$ cat src/rtl/seg_dync_scan.sv
// Six-digit multiplexed seven-segment scanner.
//
// Each digit owns a slot of SCAN_TIME clocks. The first BLANK_TIME clocks
// of every slot keep all digits dark so the previous digit's segment
// pattern cannot ghost onto the next one. The value shown comes from a
// shadow copy of num taken once per frame, just as the scan wraps from
// digit 5 back to digit 0, so one frame never mixes two values.
//
// Output timing: sel, seg and frame are registered. What they show in a
// given cycle was computed from cnt/idx/shadow (and the live blank_lz /
// dp_mask inputs) during the previous cycle.
//
// Segment encoding is active-low: seg[7] = dp, seg[6:0] = g..a.
module seg_dync_scan #(
    parameter logic [23:0] SCAN_TIME  = 24'd50_000,
    parameter logic [23:0] BLANK_TIME = 24'd500
) (
    input  logic        clk,
    input  logic        rst_n,
    input  logic [23:0] num,
    input  logic        blank_lz,
    input  logic [5:0]  dp_mask,
    output logic [5:0]  sel,
    output logic [7:0]  seg,
    output logic        frame
);

    // ------------------------------------------------------------------
    // Scan position and shadow value
    // ------------------------------------------------------------------
    logic [23:0] cnt;
    logic [2:0]  idx;
    logic [23:0] shadow;

    logic        slot_end;
    logic        frame_end;

    assign slot_end  = (cnt == SCAN_TIME - 24'd1);
    assign frame_end = slot_end && (idx == 3'd5);

    // Advance within the slot; on the last clock move to the next digit.
    always_ff @(posedge clk or negedge rst_n) begin
        if (!rst_n) begin
            cnt <= 24'd0;
            idx <= 3'd0;
        end else if (slot_end) begin
            cnt <= 24'd0;
            idx <= (idx == 3'd5) ? 3'd0 : idx + 3'd1;
        end else begin
            cnt <= cnt + 24'd1;
        end
    end

    // Snapshot num as the scan returns to digit 0; flag it for one cycle.
    always_ff @(posedge clk or negedge rst_n) begin
        if (!rst_n) begin
            shadow <= 24'd0;
            frame  <= 1'b0;
        end else begin
            frame <= frame_end;
            if (frame_end) begin
                shadow <= num;
            end
        end
    end

    // ------------------------------------------------------------------
    // Glyph table: nibble -> active-low g..a pattern (hex glyphs for A-F)
    // ------------------------------------------------------------------
    function automatic logic [6:0] glyph(input logic [3:0] nib);
        logic [6:0] g;
        case (nib)
            4'h0: g = 7'h40;
            4'h1: g = 7'h79;
            4'h2: g = 7'h24;
            4'h3: g = 7'h30;
            4'h4: g = 7'h19;
            4'h5: g = 7'h12;
            4'h6: g = 7'h02;
            4'h7: g = 7'h78;
            4'h8: g = 7'h00;
            4'h9: g = 7'h10;
            4'hA: g = 7'h08;
            4'hB: g = 7'h03;
            4'hC: g = 7'h46;
            4'hD: g = 7'h21;
            4'hE: g = 7'h06;
            default: g = 7'h0E;
        endcase
        return g;
    endfunction

    // ------------------------------------------------------------------
    // Per-digit selection from the shadow
    // ------------------------------------------------------------------
    logic [3:0] digit_nib;
    logic       digit_dp;
    logic       digit_upper_zero;  // this nibble and every nibble above it are zero

    // Pick the current digit's nibble, its dp bit, and whether it is a leading zero.
    always_comb begin
        digit_nib        = 4'h0;
        digit_dp         = 1'b0;
        digit_upper_zero = 1'b0;
        case (idx)
            3'd0: begin
                digit_nib        = shadow[3:0];
                digit_dp         = dp_mask[0];
                // Digit 0 is never a leading zero so "0" still shows.
                digit_upper_zero = 1'b0;
            end
            3'd1: begin
                digit_nib        = shadow[7:4];
                digit_dp         = dp_mask[1];
                digit_upper_zero = (shadow[23:4] == 20'd0);
            end
            3'd2: begin
                digit_nib        = shadow[11:8];
                digit_dp         = dp_mask[2];
                digit_upper_zero = (shadow[23:8] == 16'd0);
            end
            3'd3: begin
                digit_nib        = shadow[15:12];
                digit_dp         = dp_mask[3];
                digit_upper_zero = (shadow[23:12] == 12'd0);
            end
            3'd4: begin
                digit_nib        = shadow[19:16];
                digit_dp         = dp_mask[4];
                digit_upper_zero = (shadow[23:16] == 8'd0);
            end
            3'd5: begin
                digit_nib        = shadow[23:20];
                digit_dp         = dp_mask[5];
                digit_upper_zero = (shadow[23:20] == 4'd0);
            end
            default: begin
                digit_nib        = 4'h0;
                digit_dp         = 1'b0;
                digit_upper_zero = 1'b0;
            end
        endcase
    end

    // ------------------------------------------------------------------
    // Next output values
    // ------------------------------------------------------------------
    logic       blank_phase;
    logic       lz_blank;
    logic [5:0] sel_next;
    logic [7:0] seg_next;

    // Blank phase darkens everything; the on phase enables one digit.
    always_comb begin
        blank_phase = (cnt < BLANK_TIME);
        lz_blank    = blank_lz && digit_upper_zero;
        sel_next    = 6'h3F;
        seg_next    = 8'hFF;
        if (!blank_phase) begin
            sel_next = ~(6'd1 << idx);
            // The decimal point stays independent of leading-zero blanking.
            seg_next = {~digit_dp, lz_blank ? 7'h7F : glyph(digit_nib)};
        end
    end

    // Register the pin drivers so no input reaches sel/seg combinationally.
    always_ff @(posedge clk or negedge rst_n) begin
        if (!rst_n) begin
            sel <= 6'h3F;
            seg <= 8'hFF;
        end else begin
            sel <= sel_next;
            seg <= seg_next;
        end
    end

endmodule

$ cat config.mk
export PLATFORM = sky130hd
export DESIGN_NAME = seg_dync_scan
export DESIGN_NICKNAME = d
export VERILOG_FILES = /design/src/rtl/seg_dync_scan.sv
export SDC_FILE = /design/constraint.sdc
export NUM_CORES = 1
export LEC_CHECK = 0
export CAP_MARGIN = 20
export CORE_AREA = 2 2 90 92
export DETAILED_ROUTE_END_ITERATION = 7
export DIE_AREA = 0 0 92 94
export PLACE_DENSITY_LB_ADDON = 0.3
export SKIP_LAST_GASP = 1
export SLEW_MARGIN = 20
export SYNTH_ARGS = -nofsm -noshare
export SYNTH_HDL_FRONTEND = slang
export SYNTH_SLANG_ARGS = --single-unit
$ cat constraint.sdc
create_clock -name clk -period 4.4 [get_ports clk]
set_clock_uncertainty 0.15 [all_clocks]
set_input_delay 0.88 -clock clk [delete_from_list [all_inputs] [get_ports clk]]
set_output_delay 0.88 -clock clk [all_outputs]
set_load 0.005 [all_outputs]
==> insert_results.sql, run 1 <==
INSERT INTO impl_metrics (metric_group, metric, value, unit) VALUES
('place', 'buffers_on_ports', '47', ''),
('cells_and_area', 'fin_nets', '386', ''),
('yosys', 'synth_xor_xnor_area_share', '5.952', '%'),
('timing', 'worstMarginPinSlew', '908.1', 'ps'),
('timing', 'finalMaxSlewViolations', '0', ''),
('power_and_ir_drop', 'max-vdd-ir-drop', '0.1817', 'mV'),
('timing', 'fin_crit_sh', '75.10', '%'),
('timing', 'clock.fmax', '302.6', 'MHz'),
('timing', 'post_route_setup_tns', '0', 'ps'),
('yosys', 'synth_top_cell_area_share', '38.45', '%'),
('critical_path', 'critical_path.most_common_cell', 'sky130_fd_sc_hd__ha_1', ''),
('clock_tree', 'clock_tree.root_cell', 'sky130_fd_sc_hd__clkbuf_8', ''),
('min_path', 'holdCritPathClass', 'reg -> reg', ''),
('min_path', 'timing.hold.worst.start', 'cnt[23]', ''),
('yosys', 'synth_seq_cells', '66', ''),
('clock_tree', 'post_cts.repair.setup_buffers', '0', ''),
('critical_path', 'timing.rr.start', 'idx[1]', ''),
('power_and_ir_drop', 'p_leak', '1.832', 'nW'),
('yosys', 'syn_inst', '294', ''),
('min_path', 'holdPathStages', '1', ''),
('clock_tree', 'clk_pin_slew', '70', 'ps'),
('yosys', 'synthSimpleGateAreaFrac', '16.12', '%'),
('clock_tree', 'tritoncts', 'yes', ''),
('route', 'route.detailed.vias_per_inst', '5.379', ''),
('yosys', 'compound_gate_fraction_of_synth_area', '10.17', '%'),
('cells_and_area', 'drive_above_1_share', '19.20', '%'),
('clock_tree', 'cts_max_path_buffers', '2', ''),
('critical_path', 'worstRegToRegCells', '9', ''),
('critical_path', 'path_cells', 'and2_1 -> ha_1 -> a222oi_1 -> o21ai_0 -> nand2_1 -> ha_1 -> or3_1 -> o21a_1 -> o211ai_1', ''),
('run_status', 'outcome', 'completed', ''),
('timing', 'rsz0062_at_grt', 'false', ''),
('yosys', 'mappedNetlistNets', '336', ''),
('clock_tree', 'cts_made_buffers', '9', ''),
('yosys', 'post_synth_main_area_contributors', 'sky130_fd_sc_hd__dfrtp_1 (38%), sky130_fd_sc_hd__dfstp_2 (11%), sky130_fd_sc_hd__mux2_4 (8.9%)', ''),
('global_route', 'globalRouteOverflowTotal', '0', ''),
('critical_path', 'crit-reg2reg-capture', 'seg[1]', ''),
('timing', 'fin_hold_ws', '329.5', 'ps'),
('timing', 'worst_slew_margin_rel', '39.46', '%'),
('yosys', 'synth_edf_count', '0', ''),
('clock_tree', 'cts_sinks', '66', ''),
('yosys', 'synthAdderAreaFrac', '3.327', '%'),
('critical_path', 'critPathMaxFanout', '23', ''),
('global_route', 'grt.total_usage', '17.56', '%'),
('critical_path', 'worstPathArrival', '3420', 'ps'),
('route', 'dr.pass1.iters', '4', ''),
('yosys', 'fraction_of_synthesized_area_in_multiplexers', '12.79', '%'),
('global_route', 'grt_pass1_wl', '11760', 'um'),
('clock_tree', 'cts.hold.buffers_added', '0', ''),
('critical_path', 'kind_of_start_point_of_the_critical_path', 'register', ''),
('critical_path', 'worst-r2r-setup-slack', '1100', 'ps'),
('global_route', 'grt_antenna_before_repair', '0', ''),
('die', 'die-area', '0.008648', 'mm^2'),
('critical_path', 'max_stage_delay', '610', 'ps'),
('cells_and_area', 'final_util', '54.67', '%'),
('timing', 'period_minus_slack', '3304', 'ps'),
('yosys', 'yosysUniqueCellTypes', '54', ''),
('die', 'chipWidth', '92', 'um'),
('route', 'totalWireLength', '6894', 'um'),
('min_path', 'holdPathEnd', 'cnt[23]', ''),
('global_route', 'first_global_vias', '2378', ''),
('route', 'wl_cell', '15.29', 'um'),
('yosys', 'synth_top_family_by_area', 'simple AND/OR/NAND/NOR gates', ''),
('yosys', 'ys_dominant_reg_cell', 'sky130_fd_sc_hd__dfrtp_1', ''),
('place', 'routabilityCongestion', '0.8894', ''),
('route', 'detailedRoute.firstIterationViolations', '190', ''),
('critical_path', 'worstSetupPathType', 'reg -> reg', ''),
('place', 'detailed_place.area', '0.003940', 'mm^2'),
('place', 'hpwlAfterDp', '5063', 'um'),
('die', 'core', '0.007607', 'mm^2'),
('yosys', 'post_synth_instance_area', '0.003384', 'mm^2'),
('yosys', 'mean_area_per_synthesized_cell', '11.51', 'um^2');
-- cell families after synthesis --
kind of cell | count (synthesis)
and+or+nand+nor | 100
DFF | 66
AOI/OAI and AO/OA | 48
muxes | 31
xor gates and xnor gates | 23
buffers and inverters | 17
adders and majority gates | 9
-- cell usage after synthesis, drive strengths merged, types with 2 or more instances --
library cell and instances:
dfrtp 52, mux2 28, nand2 21, nor2 21, dfstp 14, xor2 14, nand3 13, nor4 10
ha 9, o21ai 9, xnor2 9, a21oi 8, clkbuf 7, inv 7, nor3 6, and3 5
nand4 5, nand3b 4, a21o 3, and2 3, buf 3, nor2b 3, o2111ai 3, o211ai 3
a211oi 2, a221oi 2, a222oi 2, a22o 2, a22oi 2, mux2i 2, nor3b 2, o221ai 2
o311ai 2
-- cell usage in the layout (no fill, tap or decap), drive strengths merged, types with 4 or more instances in the layout --
cell	count
xor2	14
nand3	13
clkdlybuf4s50	46
dfrtp	52
a21oi	8
mux2	28
clkbuf	11
nand2	21
nor4	10
nor2	21
nand4	5
nand3b	4
xnor2	9
ha	9
and3	5
inv	7
dfstp	14
nor3	6
o21ai	9
-- power by group --
part	switching [mW]	internal, mW
combinational	0.0343	0.0499
sequential	0.0107	0.619
clock	0.228	0.333
-- through the flow --
stage               std cells  worst slack [ps]  total power, mW
floorplan                 294              1222           0.6728
global placement          435              1289           0.7237
detailed placement        435              1162           0.7248
CTS                       451              1124            1.289
global route              451             868.2            1.326
finish                    451              1096            1.274
-- worst max path at each step --
stage	startpoint	end	slack, ps
final	idx[1]	seg[1]	1100
after global routing	idx[1]	seg[1]	870
after CTS	idx[1]	seg[1]	1120
after detailed placement	idx[1]	seg[1]	1160
after global placement	idx[1]	seg[1]	1290
after floorplan	idx[1]	seg[1]	1220
-- worst max-delay path, delay by kind of cell (launching register included) --
| kind | cells | cell delay (ps) |
|---|---|---|
| adders and majority gates | 2 | 560 |
| and+or+nand+nor | 3 | 950 |
| DFF | 1 | 610 |
| AOI/OAI and AO/OA | 4 | 960 |
-- registers in the layout, indices dropped and copies added (netlist names) --
name and cells:
cnt 24, frame 1, idx 3, seg 8
sel 6, shadow 24
-- area by class of cell --
class,instances,area (um^2)
clock buffers,11,141.4
clock inverters,5,77.57
fillers,662,3448
inverters,7,26.28
multi-input cells,211,1637
flip-flops and latches,66,1669
well taps,102,127.6
repair buffers,49,480.5
-- layer usage --
metal	up-vias	routed length [um]	track usage, %
li1	1183	-	-
met1	1158	3423	25.89
met2	74	2953	24.51
met5	-	0	0
met3	11	385	4.735
met4	0	131	6.841
Note: power is estimated with default switching activity, not from simulation.
==> run 2: changes to the inputs <==
==> constraint.sdc (replaced) <==
create_clock -name clk -period 3 [get_ports clk]
set_clock_uncertainty 0.15 [all_clocks]
set_input_delay 0.6 -clock clk [delete_from_list [all_inputs] [get_ports clk]]
set_output_delay 0.6 -clock clk [all_outputs]
set_load 0.005 [all_outputs]
==> insert_results.sql, run 2 (synthesis results as in run 1) <==
INSERT INTO impl_metrics (metric_group, metric, value, unit) VALUES
('route', 'dr.pass1.iters', '4', ''),
('cells_and_area', 'fillCellCount', '640', ''),
('timing', 'finalMaxSlewViolations', '0', ''),
('clock_tree', 'cts_made_buffers', '9', ''),
('global_route', 'largest_net_degree_at_the_start_of_global_routing', '40', ''),
('die', 'num_rows', '32', ''),
('clock_tree', 'cts_max_path_buffers', '2', ''),
('clock_tree', 'cts.hold.buffers_added', '0', ''),
('timing', 'worst_slew_margin_rel', '52.79', '%'),
('route', 'residual_antenna_violating_net_count_after_detailed_routing', '0', ''),
('clock_tree', 'clock_tree.root_cell', 'sky130_fd_sc_hd__clkbuf_8', ''),
('critical_path', 'crit_path_start', 'idx[0]', ''),
('critical_path', 'path_buf_inv', '0', ''),
('place', 'detailed_place.area', '0.003986', 'mm^2'),
('cells_and_area', 'fin_nets', '390', ''),
('critical_path', 'critical_path_required', '3120', 'ps'),
('die', 'initial_utilization', '44.49', '%'),
('timing', 'period_minus_slack', '2738', 'ps'),
('power_and_ir_drop', 'switching_fraction', '20.95', '%'),
('power_and_ir_drop', 'netSwitchingPower', '402.0', 'uW'),
('place', 'dp.cells', '439', ''),
('critical_path', 'kind_of_start_point_of_the_critical_path', 'register', ''),
('run', 'cap_viol_max_count', '0', ''),
('cells_and_area', 'layout_top_registers', 'cnt (24), shadow (24), seg (8)', ''),
('timing', 'hold_violations', '0', ''),
('timing', 'post_route_setup_tns', '0', 'ps'),
('timing', 'fin_crit_sh', '91.26', '%'),
('route', 'detailed_route_drc_error_count', '0', ''),
('power_and_ir_drop', 'power_frac_seq', '48.1', '%'),
('timing', 'timing.final.setup_violations', '0', ''),
('global_route', 'grt_pass1_wl', '12340', 'um'),
('cells_and_area', 'final_common_cell', 'sky130_fd_sc_hd__dfrtp_1', ''),
('cells_and_area', 'synthToLayoutAreaGrowth', '24.99', '%'),
('route', 'totalWireLength', '7141', 'um'),
('route', 'routed-via-count', '2495', ''),
('cells_and_area', 'layout.cells.most_common_list', 'sky130_fd_sc_hd__dfrtp_1 (52), sky130_fd_sc_hd__clkdlybuf4s50_1 (46), sky130_fd_sc_hd__nor2_1 (21)', ''),
('power_and_ir_drop', 'max-vdd-ir-drop', '0.2182', 'mV'),
('route', 'detailedRoute.firstIterationViolations', '132', ''),
('min_path', 'holdCritPathClass', 'in -> async', ''),
('power_and_ir_drop', 'power.share.clock', '45.3', '%'),
('critical_path', 'timing.rr.start', 'idx[0]', ''),
('timing', 'worstMarginPinSlew', '708.2', 'ps'),
('critical_path', 'worstSetupEndpointType', 'register', ''),
('die', 'design.portCount', '48', ''),
('clock_tree', 'post_cts.repair.setup_buffers', '0', ''),
('timing', 'fin_hold_ws', '112.0', 'ps'),
('power_and_ir_drop', 'combPwrFrac', '6.6', '%'),
('global_route', 'grt.total_usage', '18.24', '%'),
('clock_tree', 'cts_repair_resize_count', '0', ''),
('power_and_ir_drop', 'post-layout-total-power', '1.919', 'mW'),
('power_and_ir_drop', 'power_per_cell_area', '453.6', 'mW/mm^2'),
('critical_path', 'timing.critical_path.slowest_stage_cell', 'sky130_fd_sc_hd__or3b_2', ''),
('power_and_ir_drop', 'p_leak', '1.868', 'nW'),
('critical_path', 'cpLargestDelayFamily', 'simple AND/OR/NAND/NOR gates', ''),
('cells_and_area', 'drive_above_1_share', '21.25', '%'),
('power_and_ir_drop', 'internal_power', '1.517', 'mW'),
('route', 'wl_cell', '15.69', 'um'),
('clock_tree', 'cts_sinks', '66', ''),
('route', 'route.detailed.vias_per_inst', '5.484', ''),
('place', 'hpwlAfterDp', '5301', 'um'),
('critical_path', 'critPathMaxFanout', '7', ''),
('cells_and_area', 'postLayoutCellArea', '0.004230', 'mm^2'),
('critical_path', 'max_stage_delay', '560', 'ps'),
('die', 'core', '0.007607', 'mm^2'),
('clock_tree', 'tritoncts', 'yes', ''),
('critical_path', 'worstPathArrival', '2860', 'ps'),
('place', 'buffers_on_ports', '47', ''),
('critical_path', 'critical_path.most_common_cell', 'sky130_fd_sc_hd__ha_1', ''),
('run_status', 'outcome', 'completed', ''),
('critical_path', 'worstSetupPathType', 'reg -> reg', ''),
('die', 'die-area', '0.008648', 'mm^2'),
('clock_tree', 'cts_max_level', '3', ''),
('global_route', 'globalRouteOverflowTotal', '0', ''),
('cells_and_area', 'diodes', '0', ''),
('place', 'routabilityCongestion', '0.8847', ''),
('die', 'die_height', '94', 'um'),
('cells_and_area', 'final_cell_count_no_fill', '455', ''),
('die', 'chipWidth', '92', 'um'),
('global_route', 'grt_antenna_before_repair', '0', ''),
('global_route', 'first_global_vias', '2501', ''),
('critical_path', 'path_cells', 'and2_1 -> ha_1 -> or3b_2 -> nand2_1 -> ha_1 -> or3_1 -> o21a_1 -> o211ai_1', ''),
('timing', 'clock.fmax', '365.2', 'MHz'),
('clock_tree', 'clk-insertion-delay-late', '350', 'ps'),
('clock_tree', 'clk_pin_slew', '70', 'ps'),
('timing', 'rsz0062_at_grt', 'false', '');
[run 2: power by group through the flow]
stage / combinational (mW) / clock [mW] / sequential (mW)
after floorplan: 0.0548 / 0 / 0.933
after global placement: 0.126 / 0 / 0.939
after detailed placement: 0.127 / 0 / 0.939
after CTS: 0.127 / 0.884 / 0.923
after global routing: 0.139 / 0.927 / 0.925
final: 0.126 / 0.869 / 0.924
[run 2: final cells by class]
type	count	area (um^2)	area share (%)
clock inverter	4	72.57	1.715
clock buffer	12	165.2	3.904
inverter	7	26.28	0.6211
multi-input combinational	211	1647	38.92
sequential	66	1669	39.46
timing repair buffer	53	523.0	12.36
tap	102	127.6	3.017
[run 2: path summary, 6_finish.rpt]
path,endpoint,slack [ps],depth (start not counted)
max,seg[1],260,8
min,cnt[10],110,1
max reg2reg,seg[1],260,8
min reg2reg,cnt[23],320,1
max in group asynchronous,seg[5],1910,2
min in group clk,cnt[23],320,1
[run 2: stage by stage]
stage	util (%)	worst slack (ps)
6_report	55.61	262.1
5_1_grt	55.61	36.07
3_5_place_dp	52.40	215.9
3_3_place_gp	52.40	293.2
4_1_cts	55.53	188.2
2_1_floorplan	-	36.79
[run 2: layer usage]
| layer | track usage (%) | up-vias | share of wire (%) | wire, um |
|---|---|---|---|---|
| li1 | - | 1185 | - | - |
| met1 | 26.57 | 1225 | 51 | 3616 |
| met2 | 26.84 | 74 | 43 | 3059 |
| met3 | 3.050 | 11 | 4.9 | 353 |
| met4 | 7.960 | 0 | 1.6 | 111 |
| met5 | 0 | - | 0 | 0 |
[run 2: worst reg2reg max path, stage by stage (launching register included)]
cell                       delay (ps)
sky130_fd_sc_hd__dfrtp_1          430
sky130_fd_sc_hd__and2_1           180
sky130_fd_sc_hd__ha_1             230
sky130_fd_sc_hd__or3b_2           560
sky130_fd_sc_hd__nand2_1          190
sky130_fd_sc_hd__ha_1             250
sky130_fd_sc_hd__or3_1            400
sky130_fd_sc_hd__o21a_1           120
sky130_fd_sc_hd__o211ai_1         160
